$ cat config.mk
export PLATFORM = sky130hd
export DESIGN_NAME = sdp_ram_be_pipe
export DESIGN_NICKNAME = d
export VERILOG_FILES = /design/src/rtl/sdp_ram_pkg.sv /design/src/rtl/sdp_ram_clr_fsm.sv /design/src/rtl/sdp_ram_be_pipe.sv
export SDC_FILE = /design/constraint.sdc
export NUM_CORES = 1
export LEC_CHECK = 0
export BUFFER_PORTS_ARGS = -buffer_cell sky130_fd_sc_hd__buf_4
export CORE_ASPECT_RATIO = 0.8
export CORE_MARGIN = 4
export CORE_UTILIZATION = 55
export CTS_BUF_LIST = sky130_fd_sc_hd__clkbuf_16
export CTS_CLUSTER_DIAMETER = 40
export CTS_CLUSTER_SIZE = 40
export DETAILED_ROUTE_END_ITERATION = 7
export PLACE_DENSITY = 0.75
export SLEW_MARGIN = 15
export SYNTH_ARGS = -nofsm -noshare
export SYNTH_HDL_FRONTEND = slang
export SYNTH_HIERARCHICAL = 1
export SYNTH_SLANG_ARGS = --single-unit
$ cat constraint.sdc
create_clock -name clk -period 1.93 [get_ports clk]
set_input_delay 0.193 -clock clk [delete_from_list [all_inputs] [get_ports clk]]
set_output_delay 0.193 -clock clk [all_outputs]
set_load 0.005 [all_outputs]
$ cat src/rtl/sdp_ram_pkg.sv
// Shared types and helpers for the byte-enable simple dual-port RAM.
// Holds the FSM and collision-mode enums plus the lane parity function.
package sdp_ram_pkg;

   localparam int MAX_RD_LAT = 2;

   typedef enum logic [0:0] {
      CLEAR = 1'b0,
      READY = 1'b1
   } sdp_ram_state_e;

   typedef enum logic [0:0] {
      COLL_WRITE_FIRST = 1'b0,
      COLL_READ_FIRST  = 1'b1
   } sdp_ram_coll_e;

   function automatic sdp_ram_coll_e coll_from_str(input string s);
      return (s == "read_first") ? COLL_READ_FIRST : COLL_WRITE_FIRST;
   endfunction

   function automatic bit coll_str_ok(input string s);
      return (s == "write_first") || (s == "read_first");
   endfunction

   // Even parity: the stored bit makes the lane plus parity have an even count of ones.
   function automatic logic byte_parity(input logic [7:0] b);
      return ^b;
   endfunction

endpackage

$ cat src/rtl/sdp_ram_clr_fsm.sv
// Post-reset clear sweep: walks every address once, then holds READY until reset.
// Latency: 2**AW clocks after reset release; no backpressure, runs unconditionally.
module sdp_ram_clr_fsm
   import sdp_ram_pkg::*;
#(
   parameter int AW         = 4,
   parameter bit CLR_ON_RST = 1'b1
) (
   input  logic          clk,
   input  logic          rst_n,
   output logic          clr_we,
   output logic [AW-1:0] clr_addr,
   output logic          init_done
);

   sdp_ram_state_e state;
   logic [AW-1:0]  cnt;

   always_ff @(posedge clk or negedge rst_n) begin
      if (!rst_n) begin
         state <= CLR_ON_RST ? CLEAR : READY;
         cnt   <= '0;
      end else if (state == CLEAR) begin
         cnt <= cnt + AW'(1);
         // The edge that clears the last word also opens the RAM to traffic.
         if (cnt == '1) state <= READY;
      end
   end

   assign clr_we    = (state == CLEAR);
   assign clr_addr  = cnt;
   assign init_done = (state == READY);

endmodule

$ cat src/rtl/sdp_ram_be_pipe.sv
// Simple dual-port RAM with byte-enable writes, 1/2-cycle read pipe and post-reset clear.
// No backpressure; per-lane parity and par_err exist only with SDP_RAM_PARITY_EN.
module sdp_ram_be_pipe
   import sdp_ram_pkg::*;
#(
   parameter int    AW         = 4,
   parameter int    DW         = 16,
   parameter int    RD_LAT     = 1,
   parameter string COLLISION  = "write_first",
   parameter bit    CLR_ON_RST = 1'b1
) (
   input  logic            clk,
   input  logic            rst_n,
   input  logic            wen,
   input  logic [DW/8-1:0] wbe,
   input  logic [AW-1:0]   waddr,
   input  logic [DW-1:0]   din,
   input  logic            ren,
   input  logic [AW-1:0]   raddr,
   output logic [DW-1:0]   dout,
   output logic            dout_vld,
   output logic            init_done
`ifdef SDP_RAM_PARITY_EN
   ,
   output logic            par_err
`endif
);

   localparam int            NB    = DW / 8;
   localparam int            DEPTH = 1 << AW;
   localparam sdp_ram_coll_e COLL  = coll_from_str(COLLISION);

   if (RD_LAT < 1 || RD_LAT > MAX_RD_LAT) begin : g_bad_rd_lat
      $error("sdp_ram_be_pipe: RD_LAT must be 1 or 2");
   end
   if (DW % 8 != 0) begin : g_bad_dw
      $error("sdp_ram_be_pipe: DW must be a multiple of 8");
   end
   if (!coll_str_ok(COLLISION)) begin : g_bad_coll
      $error("sdp_ram_be_pipe: COLLISION must be write_first or read_first");
   end

   logic          clr_we;
   logic [AW-1:0] clr_addr;

   sdp_ram_clr_fsm #(
      .AW        (AW),
      .CLR_ON_RST(CLR_ON_RST)
   ) u_clr_fsm (
      .clk      (clk),
      .rst_n    (rst_n),
      .clr_we   (clr_we),
      .clr_addr (clr_addr),
      .init_done(init_done)
   );

   logic [DW-1:0] mem [DEPTH];
   logic          mem_we;
   logic [AW-1:0] mem_addr;
   logic [DW-1:0] mem_dat;
   logic [NB-1:0] mem_be;

   // The sweep owns the write port until init_done; user writes are dropped meanwhile.
   always_comb begin
      mem_we   = clr_we | (init_done & wen);
      mem_addr = clr_we ? clr_addr : waddr;
      mem_dat  = clr_we ? '0 : din;
      mem_be   = clr_we ? '1 : wbe;
   end

   always_ff @(posedge clk) begin
      if (mem_we) begin
         for (int k = 0; k < NB; k++) begin
            if (mem_be[k]) mem[mem_addr][8*k +: 8] <= mem_dat[8*k +: 8];
         end
      end
   end

   logic          rd_acc;
   logic          coll_hit;
   logic [DW-1:0] old_word;
   logic [DW-1:0] merged;
   logic [DW-1:0] rd_word;

   always_comb begin
      rd_acc   = init_done & ren;
      old_word = mem[raddr];
      merged   = old_word;
      for (int k = 0; k < NB; k++) begin
         if (wbe[k]) merged[8*k +: 8] = din[8*k +: 8];
      end
      coll_hit = (COLL == COLL_WRITE_FIRST) && init_done && wen && (waddr == raddr);
      rd_word  = coll_hit ? merged : old_word;
   end

   logic [RD_LAT-1:0] pipe_vld;
   logic [DW-1:0]     pipe_dat [RD_LAT];

   // Each stage only reloads when a read moves into it, so dout holds between reads.
   always_ff @(posedge clk or negedge rst_n) begin
      if (!rst_n) begin
         pipe_vld <= '0;
         for (int i = 0; i < RD_LAT; i++) pipe_dat[i] <= '0;
      end else begin
         pipe_vld[0] <= rd_acc;
         if (rd_acc) pipe_dat[0] <= rd_word;
         for (int i = 1; i < RD_LAT; i++) begin
            pipe_vld[i] <= pipe_vld[i-1];
            if (pipe_vld[i-1]) pipe_dat[i] <= pipe_dat[i-1];
         end
      end
   end

   assign dout     = pipe_dat[RD_LAT-1];
   assign dout_vld = pipe_vld[RD_LAT-1];

`ifdef SDP_RAM_PARITY_EN
   logic [NB-1:0]     par_mem [DEPTH];
   logic [NB-1:0]     wr_par;
   logic [NB-1:0]     rd_par;
   logic              rd_perr;
   logic [RD_LAT-1:0] pipe_err;

   // The bypass path takes fresh parity for written lanes so merged data checks clean.
   always_comb begin
      wr_par  = '0;
      rd_par  = par_mem[raddr];
      rd_perr = 1'b0;
      for (int k = 0; k < NB; k++) begin
         wr_par[k] = byte_parity(mem_dat[8*k +: 8]);
         if (coll_hit && wbe[k]) rd_par[k] = byte_parity(din[8*k +: 8]);
         if (byte_parity(rd_word[8*k +: 8]) != rd_par[k]) rd_perr = 1'b1;
      end
   end

   always_ff @(posedge clk) begin
      if (mem_we) begin
         for (int k = 0; k < NB; k++) begin
            if (mem_be[k]) par_mem[mem_addr][k] <= wr_par[k];
         end
      end
   end

   always_ff @(posedge clk or negedge rst_n) begin
      if (!rst_n) begin
         pipe_err <= '0;
      end else begin
         if (rd_acc) pipe_err[0] <= rd_perr;
         for (int i = 1; i < RD_LAT; i++) begin
            if (pipe_vld[i-1]) pipe_err[i] <= pipe_err[i-1];
         end
      end
   end

   assign par_err = pipe_vld[RD_LAT-1] & pipe_err[RD_LAT-1];
`endif

endmodule
# After elaboration in Yosys (flattened, before gate mapping)
# Memory sizes are Yosys's and may differ from the RTL's.
# Index checks and enable logic that the tools add are counted.
# word_totals
register_bits	22
ramBits	256
input_bits	30
output_inout_bits	18
elab_cells	28
memories	1
# mem_list
memory	words	width	read_ports	rd_clocked_by_memory_dff	wr	line_no	text
mem	16	16	1	0	1	sdp_ram_be_pipe.sv:57	logic [DW-1:0] mem [DEPTH];
# classes
addsub	1
n_eq_ne	2
n_mux	14
bitwise	4
reduce_logical	2
# op_table
operator	count
$mux 16	2
$mux 8	2
$mux 1	8
$add 4x1->4 const B	1
$eq 4x4->1	1
$eq 4x4->1 const B	1
$mux 4	1
$and 1x1->1	2
$logic_and 1x1->1	2
$mux 2	1
$not 1->1	1
$or 1x1->1	1

# Longest topological paths before layout
# Gate-level depths: netlist (run 1).
# logic_depth
ltp_word	4
ltp_mapped	6
depth_no_buf	5

# By module
# Netlist (run 1), hierarchy kept.
# by_module_without_submodules
mod	n_inst	cells_each	area_per_inst_um2	seq_area_each_um2
sdp_ram_be_pipe	1	556	10805.4	8112.8
sdp_ram_clr_fsm	1	15	217.7	125.1

# Worst setup path after synthesis (run 1)
# OpenSTA, ideal clock, no wires.
# synth_timing
path_type	register to register
start	register u_clr_fsm.state, in the netlist u_clr_fsm/init_done
end	memory mem[1][0], enable pin
setup_time_ns	0.370
t_arrival_ns	1.730
t_required_ns	1.560
setup_slack_ns	-0.170
path_stages_with_launch	7
path_buffers	1
synth_period_minus_slack_ns	2.100
cell_sequence	dfrtp_1 > inv_1 > clkbuf_1 > nand2_1 > o32a_1 > o21bai_1 > nor2_1
# synth_via
elab_chain_cells	4
elab_cells_between_ends	8
classes_between	5 x mux; 3 x bitwise
# synth_lines
element	line_no	text
from (decl)	sdp_ram_clr_fsm.sv:16	sdp_ram_state_e state;
from (signal assigned)	sdp_ram_clr_fsm.sv:21	state <= CLR_ON_RST ? CLEAR : READY;
$not 1->1	-	
named net clr_we	sdp_ram_be_pipe.sv:43	logic clr_we;
$or 1x1->1	sdp_ram_be_pipe.sv:65	mem_we = clr_we | (init_done & wen);
$mux 1	sdp_ram_be_pipe.sv:72	if (mem_we) begin
$mux 1 (implied by the code)	sdp_ram_be_pipe.sv:74	if (mem_be[k]) mem[mem_addr][8*k +: 8] <= mem_dat[8*k +: 8];
to (decl)	sdp_ram_be_pipe.sv:57	
# The timed path passes the listed nets, and every way through them passes these cells.

# Final worst setup path (run 1)
# layout_timing
start	register u_clr_fsm.state, in the netlist u_clr_fsm/init_done
end	memory mem[8][8], enable pin
# Same word-level chain as after synthesis.

==> reports/qor.csv, run 1 <==
metric;value;unit
outcome;complete, but fails checks;
failing checks;setup timing;
final cycle utilization of the critical path;106;%
GRT Overall Usage;22.0;%
die area;22400;µm²
Via Count;6001;
leakage dissipation;4.64;nW
placer congestion estimate;0.993;
initial antenna violation count;0;
Clock Path Buffers;3;
commonest non-fill, non-tap cell in the layout;edfxtp_1;
max-cap violations;0;
IO Pins;48;
DRC;0;
Cell variety after synth;31;
syn_area_per_cell;19.3;µm²
WHS;25.9;ps
Mapped Nets;602;
Worst-Margin Slew;960;ps
die width;166;µm
final setup fails;96;
# fillers;1164;
Core Area;19700;µm²
internal power;10.3;mW
Data required, critical path;2180;ps
root buf cell;clkbuf_16;
diode count;0;
most frequent cells in the layout;edfxtp_1, buf_4, mux4_2;
Peak supply drop;0.000589;V
crit end category;flop;
Hold Crit Class;in2reg;
fmax;489;MHz
worst slack at placement;-154;ps
Clock Latency Late Sink;540;ps
Critical path origin;u_clr_fsm/init_done$_DFF_PN0_;
Routed wire per std cell;25.8;µm
Syn Std Cell Area;11000;µm²
grt total ovfl;0;
RSZ-0062 raised after global routing;yes;
crit path to;mem[8][8]$_DFFE_PP_;
Final min period;2040;ps
sequential power share;50.9;%
final worst setup slack;-114;ps
vias per cell;6.16;
pin count of the biggest net entering global routing;23;
layout cells sized above 1;39.3;%
R2R cell count;8;
first-pass GRT wire length;37400;µm
primary flip-flop cell chosen by synthesis mapping;edfxtp_1;
pwr dens;974;nW/µm²
ANT nets after route;0;
reg2reg setup slack;-110;ps
Worst R2R End;mem[8][8]$_DFFE_PP_;
number of hold violations in the final report;0;
Logic pwr share;6.4;%
Routed WL;25100;µm
Setup CP Type;reg2reg;
Critical Path Fanout Max;8;
yosys warns;6;
Initial Utilization;55.8;%
Post-synth EDFFs;256;
num rows;46;
H-tree depth;1;
Iter 0 DRT Violations;699;
vias in the first global route;6131;
total power;13.1;mW
sequential share of the synthesized area;74.7;%
CTS tree;built;
Max-slew headroom;35.8;%
flops & latches, synth;278;
Final HPWL DP;16100;µm
Setup Skew;11.2;ps
Setup crit start kind;flop;
Net Sw Frac;21.2;%
Cells after Synth;571;
CTS buffer count;29;
Final Slew Violations;0;
I/O Buffers;47;
Die H;135;µm
Final #Nets;720;
Area Growth Syn to Fin;22.2;%
share of async-settable or async-resettable flops after synthesis;7.91;%
crit path DAT;2290;ps
RR Startpoint;u_clr_fsm/init_done$_DFF_PN0_;
first-pass iteration count of the detailed router;5;
clock slew at reported path FFs;60;ps
clock sink count;278;
Switch Pwr;2.78;mW
Clk network pwr share;42.7;%
## repair_timing
action | in CTS | in global routing
hold buffers | 7 | 0
pin swaps | 0 | 6
setup buffers | 0 | 5
endpoints found under the setup margin | 208 | 303
endpoints found under the hold margin | 28 | 0
gates resized for setup | 13 | 36
## final cells by class
type | instances | area, µm² | share of cell area (%)
clock buffer | 29 | 726 | 5.39
clock inverter | 23 | 259 | 1.92
inverter | 22 | 86.3 | 0.641
multi-input combinational | 243 | 2730 | 20.3
sequential | 278 | 8240 | 61.1
tap | 264 | 330 | 2.45
timing repair buffer | 115 | 1100 | 8.17
## critical path, cell delays in order (launching register included)
cell and delay, ps:
dfrtp_2 390, clkinvlp_4 150, buf_6 160, buf_4 130, nor3b_1 170, a31oi_1 100, o21bai_1 300, nor2_2 210
buf_12 150
## how the worst min path moves through the flow
stage	end	slack, ps	cells after the start	start
floorplan	dout[0]$_DFFE_PN0P_	-100	0	rst_n
global placement	dout[15]$_DFFE_PN0P_	100	1	rst_n
detailed placement	dout[15]$_DFFE_PN0P_	100	1	rst_n
CTS	dout[2]$_DFFE_PN0P_	2	3	din[2]
global route	dout[11]$_DFFE_PN0P_	20	3	din[11]
finish	dout[9]$_DFFE_PN0P_	30	3	din[9]
## logic make-up after synthesis
| family | after synthesis | share of synthesized area (%) |
|---|---|---|
| AO/OA/AOI/OAI | 66 | 4.99 |
| XOR/XNOR | 7 | 0.556 |
| adder cells (fa/ha/maj) | 1 | 0.113 |
| buffers and inverters | 50 | 2.19 |
| flip-flops | 278 | 74.7 |
| multiplexers | 65 | 13.2 |
| AND/OR/NAND/NOR | 104 | 4.23 |
## through the flow
| step | instances | area, µm² | setup TNS, ps | util [%] |
|---|---|---|---|---|
| 2_1_floorplan | 571 | 11100 | 0 | - |
| 3_3_place_gp | 910 | 12200 | -247 | 61.8 |
| 3_5_place_dp | 910 | 12200 | -9900 | 61.8 |
| 4_1_cts | 969 | 13300 | -2860 | 67.4 |
| 5_1_grt | 974 | 13500 | -17930 | 68.3 |
| 6_report | 974 | 13500 | -6330 | 68.3 |
## synth_stat cells (3+ instances only)
cell      count  area (µm²)
o221ai_1     16         140
o21bai_1      8        60.1
a22o_1       32         280
nand3_1       3        15.0
clkbuf_1     13        48.8
edfxtp_1    256        7690
mux4_2       64        1440
a31oi_1       4        25.0
inv_1        22        82.6
xnor2_1       3        26.3
buf_2         7        35.0
nor2_1       67         251
nand2_1      20        75.1
dfrtp_1      22         551
xor2_1        4        35.0
buf_6         6        67.6
## state kept, by name (all words and copies together) (netlist names)
name,count
u_clr_fsm/clr_addr,4
u_clr_fsm/init_done,1
dout_vld,1
mem,256
dout,16
## power by group through the flow
stage / sequential, mW / combinational (mW) / clock, mW
after CTS: 6.67 / 0.822 / 5.68
after global routing: 6.67 / 0.896 / 5.97
after global placement: 6.80 / 0.774 / 0
final: 6.68 / 0.845 / 5.60
after detailed placement: 6.80 / 0.798 / 0
after floorplan: 6.79 / 0.440 / 0
## metal layers
metal / GRT usage (%) / routed length [µm]
met3: 4.36 / 2100
met4: 5.68 / 603
met1: 31.8 / 9900
met5: 0 / 0
met2: 35.6 / 12500
No activity file was read; power rests on OpenSTA's default activity.
==> run 2, diff against run 1 <==
--- a/config.mk
+++ b/config.mk
@@ -13,7 +13,7 @@
 export CTS_CLUSTER_DIAMETER = 40
 export CTS_CLUSTER_SIZE = 40
 export DETAILED_ROUTE_END_ITERATION = 7
-export PLACE_DENSITY = 0.75
+export PLACE_DENSITY = 0.81
 export SLEW_MARGIN = 15
 export SYNTH_ARGS = -nofsm -noshare
 export SYNTH_HDL_FRONTEND = slang
==> reports/qor.csv, run 2 (synthesis results as in run 1) <==
metric;value;unit
pin count of the biggest net entering global routing;27;
Critical Path Fanout Max;8;
# fillers;1098;
Routed WL;25800;µm
ANT nets after route;0;
IO Pins;48;
Setup Skew;10.7;ps
Critical Path Max Stage Delay;520;ps
most used cell, CP;buf_4;
dpl cells;909;
Final HPWL DP;15800;µm
die width;166;µm
Final Slew Violations;0;
Initial Utilization;55.8;%
DR top layer;met4;
Buffers & Inverters on Critical Path;3;
Critical-path top delay cell;o21bai_1;
pwr dens;1000;nW/µm²
Worst-Margin Slew;835;ps
final setup fails;24;
hold depth;3;
Iter 0 DRT Violations;730;
layout cells sized above 1;38.7;%
placer congestion estimate;0.927;
outcome;complete, but fails checks;
number of hold violations in the final report;0;
most frequent cells in the layout;edfxtp_1, buf_4, mux4_2;
leakage dissipation;4.67;nW
DRC;0;
RR Startpoint;u_clr_fsm/init_done$_DFF_PN0_;
R2R cell count;6;
largest reg by FF count;mem;
Cell Chain, Critical Path;buf_4 -> and3_1 -> buf_4 -> o21bai_1 -> nor2_2 -> buf_4;
metal3 WL;2310;µm
H-tree depth;1;
grt total ovfl;0;
Area Growth Syn to Fin;22.2;%
CP top delay family;buffers and inverters;
first-pass iteration count of the detailed router;5;
final cycle utilization of the critical path;102;%
clock slew at reported path FFs;60;ps
crit path DAT;2270;ps
first-pass GRT wire length;39200;µm
met2 wire len;12600;µm
Setup CP Type;reg2reg;
Clock Path Buffers;3;
vias in the first global route;6527;
Setup crit start kind;flop;
die area;22400;µm²
Post-Layout Cell Count;972;
Hold EP;dout[5]$_DFFE_PN0P_;
WHS;29.5;ps
total power;13.5;mW
RSZ-0062 raised after global routing;yes;
clock sink count;278;
Clock Latency Late Sink;550;ps
max-cap violations;0;
Hold Startpoint;din[5];
fmax;507;MHz
Core Area;19700;µm²
setup TNS;-498;ps
Max-slew headroom;44.3;%
Routed wire per std cell;26.6;µm
failing checks;setup timing;
crit end category;flop;
Die H;135;µm
Final min period;1970;ps
Via Count;6214;
I/O Buffers;47;
max FFs per register;256;
Worst R2R End;mem[5][0]$_DFFE_PP_;
Hold Crit Class;in2reg;
vias per cell;6.39;
final worst setup slack;-41.4;ps
Data required, critical path;2230;ps
Peak supply drop;0.000654;V
root buf cell;clkbuf_16;
GRT Overall Usage;23.2;%
initial antenna violation count;0;
Final #Nets;716;
reg2reg setup slack;-40;ps
num rows;46;
CTS tree;built;
diode count;0;
met1 WL;9850;µm
worst slack at placement;-171;ps
commonest non-fill, non-tap cell in the layout;edfxtp_1;
CTS buffer count;30;
## run 2: cell count changes in the layout (fill, tap and decap cells not counted), moves of 2 or more
cell        change
buf_6          -10
clkinvlp_4      -5
buf_4           +3
clkinv_4        -3
inv_6           +3
inv_8           +3
nor2_4          +3
clkbuf_16       +2
nor2_2          -2
o21bai_1        +2
o21bai_4        -2
## run 2: tightest hold or removal path, cell delays in order
cell and delay (ps):
buf_4 80, inv_1 50, o221ai_1 200
## run 2: timing repair
action,4_1_cts,5_1_grt
hold buffers,8,0
pin swaps,0,4
endpoints found under the setup margin,249,238
gates resized for setup,17,21
setup buffers,0,0
hold endpoints to repair,29,0
## run 2: cell type report
class	count	area (µm²)	area share, %
Clock buffer	31	776	5.76
Sequential cell	278	8240	61.2
Multi-Input combinational cell	243	2730	20.3
Inverter	22	82.6	0.613
Clock inverter	24	272	2.02
Tap cell	264	330	2.45
Timing Repair Buffer	110	1040	7.73
## run 2: per-layer routing
metal	track usage [%]	up-vias
met2	38.2	397
met1	32.0	3175
met3	4.48	99
li1	-	2543
met5	0	-
met4	8.09	0
## run 2: worst max path at each step
stage,depth (start not counted),startpoint,end
6_report,6,u_clr_fsm/init_done$_DFF_PN0_,mem[5][0]$_DFFE_PP_
5_1_grt,6,u_clr_fsm/init_done$_DFF_PN0_,mem[0][1]$_DFFE_PP_
4_1_cts,6,u_clr_fsm/init_done$_DFF_PN0_,mem[8][0]$_DFFE_PP_
3_5_place_dp,4,u_clr_fsm/init_done$_DFF_PN0_,mem[2][11]$_DFFE_PP_
3_3_place_gp,6,u_clr_fsm/init_done$_DFF_PN0_,mem[8][2]$_DFFE_PP_
2_1_floorplan,5,u_clr_fsm/init_done$_DFF_PN0_,mem[13][0]$_DFFE_PP_
## run 2: where the power goes
part	internal, mW	leakage (nW)	switching, mW	total, mW
combinational	0.371	1.56	0.483	0.854
sequential	6.64	2.58	0.0367	6.68
clock	3.53	0.526	2.42	5.95
## run 2: per-stage QoR
step | cell area (µm²) | utilization [%]
2_1_floorplan | 11100 | -
3_3_place_gp | 12200 | 61.9
3_5_place_dp | 12200 | 61.9
4_1_cts | 13400 | 67.8
5_1_grt | 13500 | 68.2
6_report | 13500 | 68.2
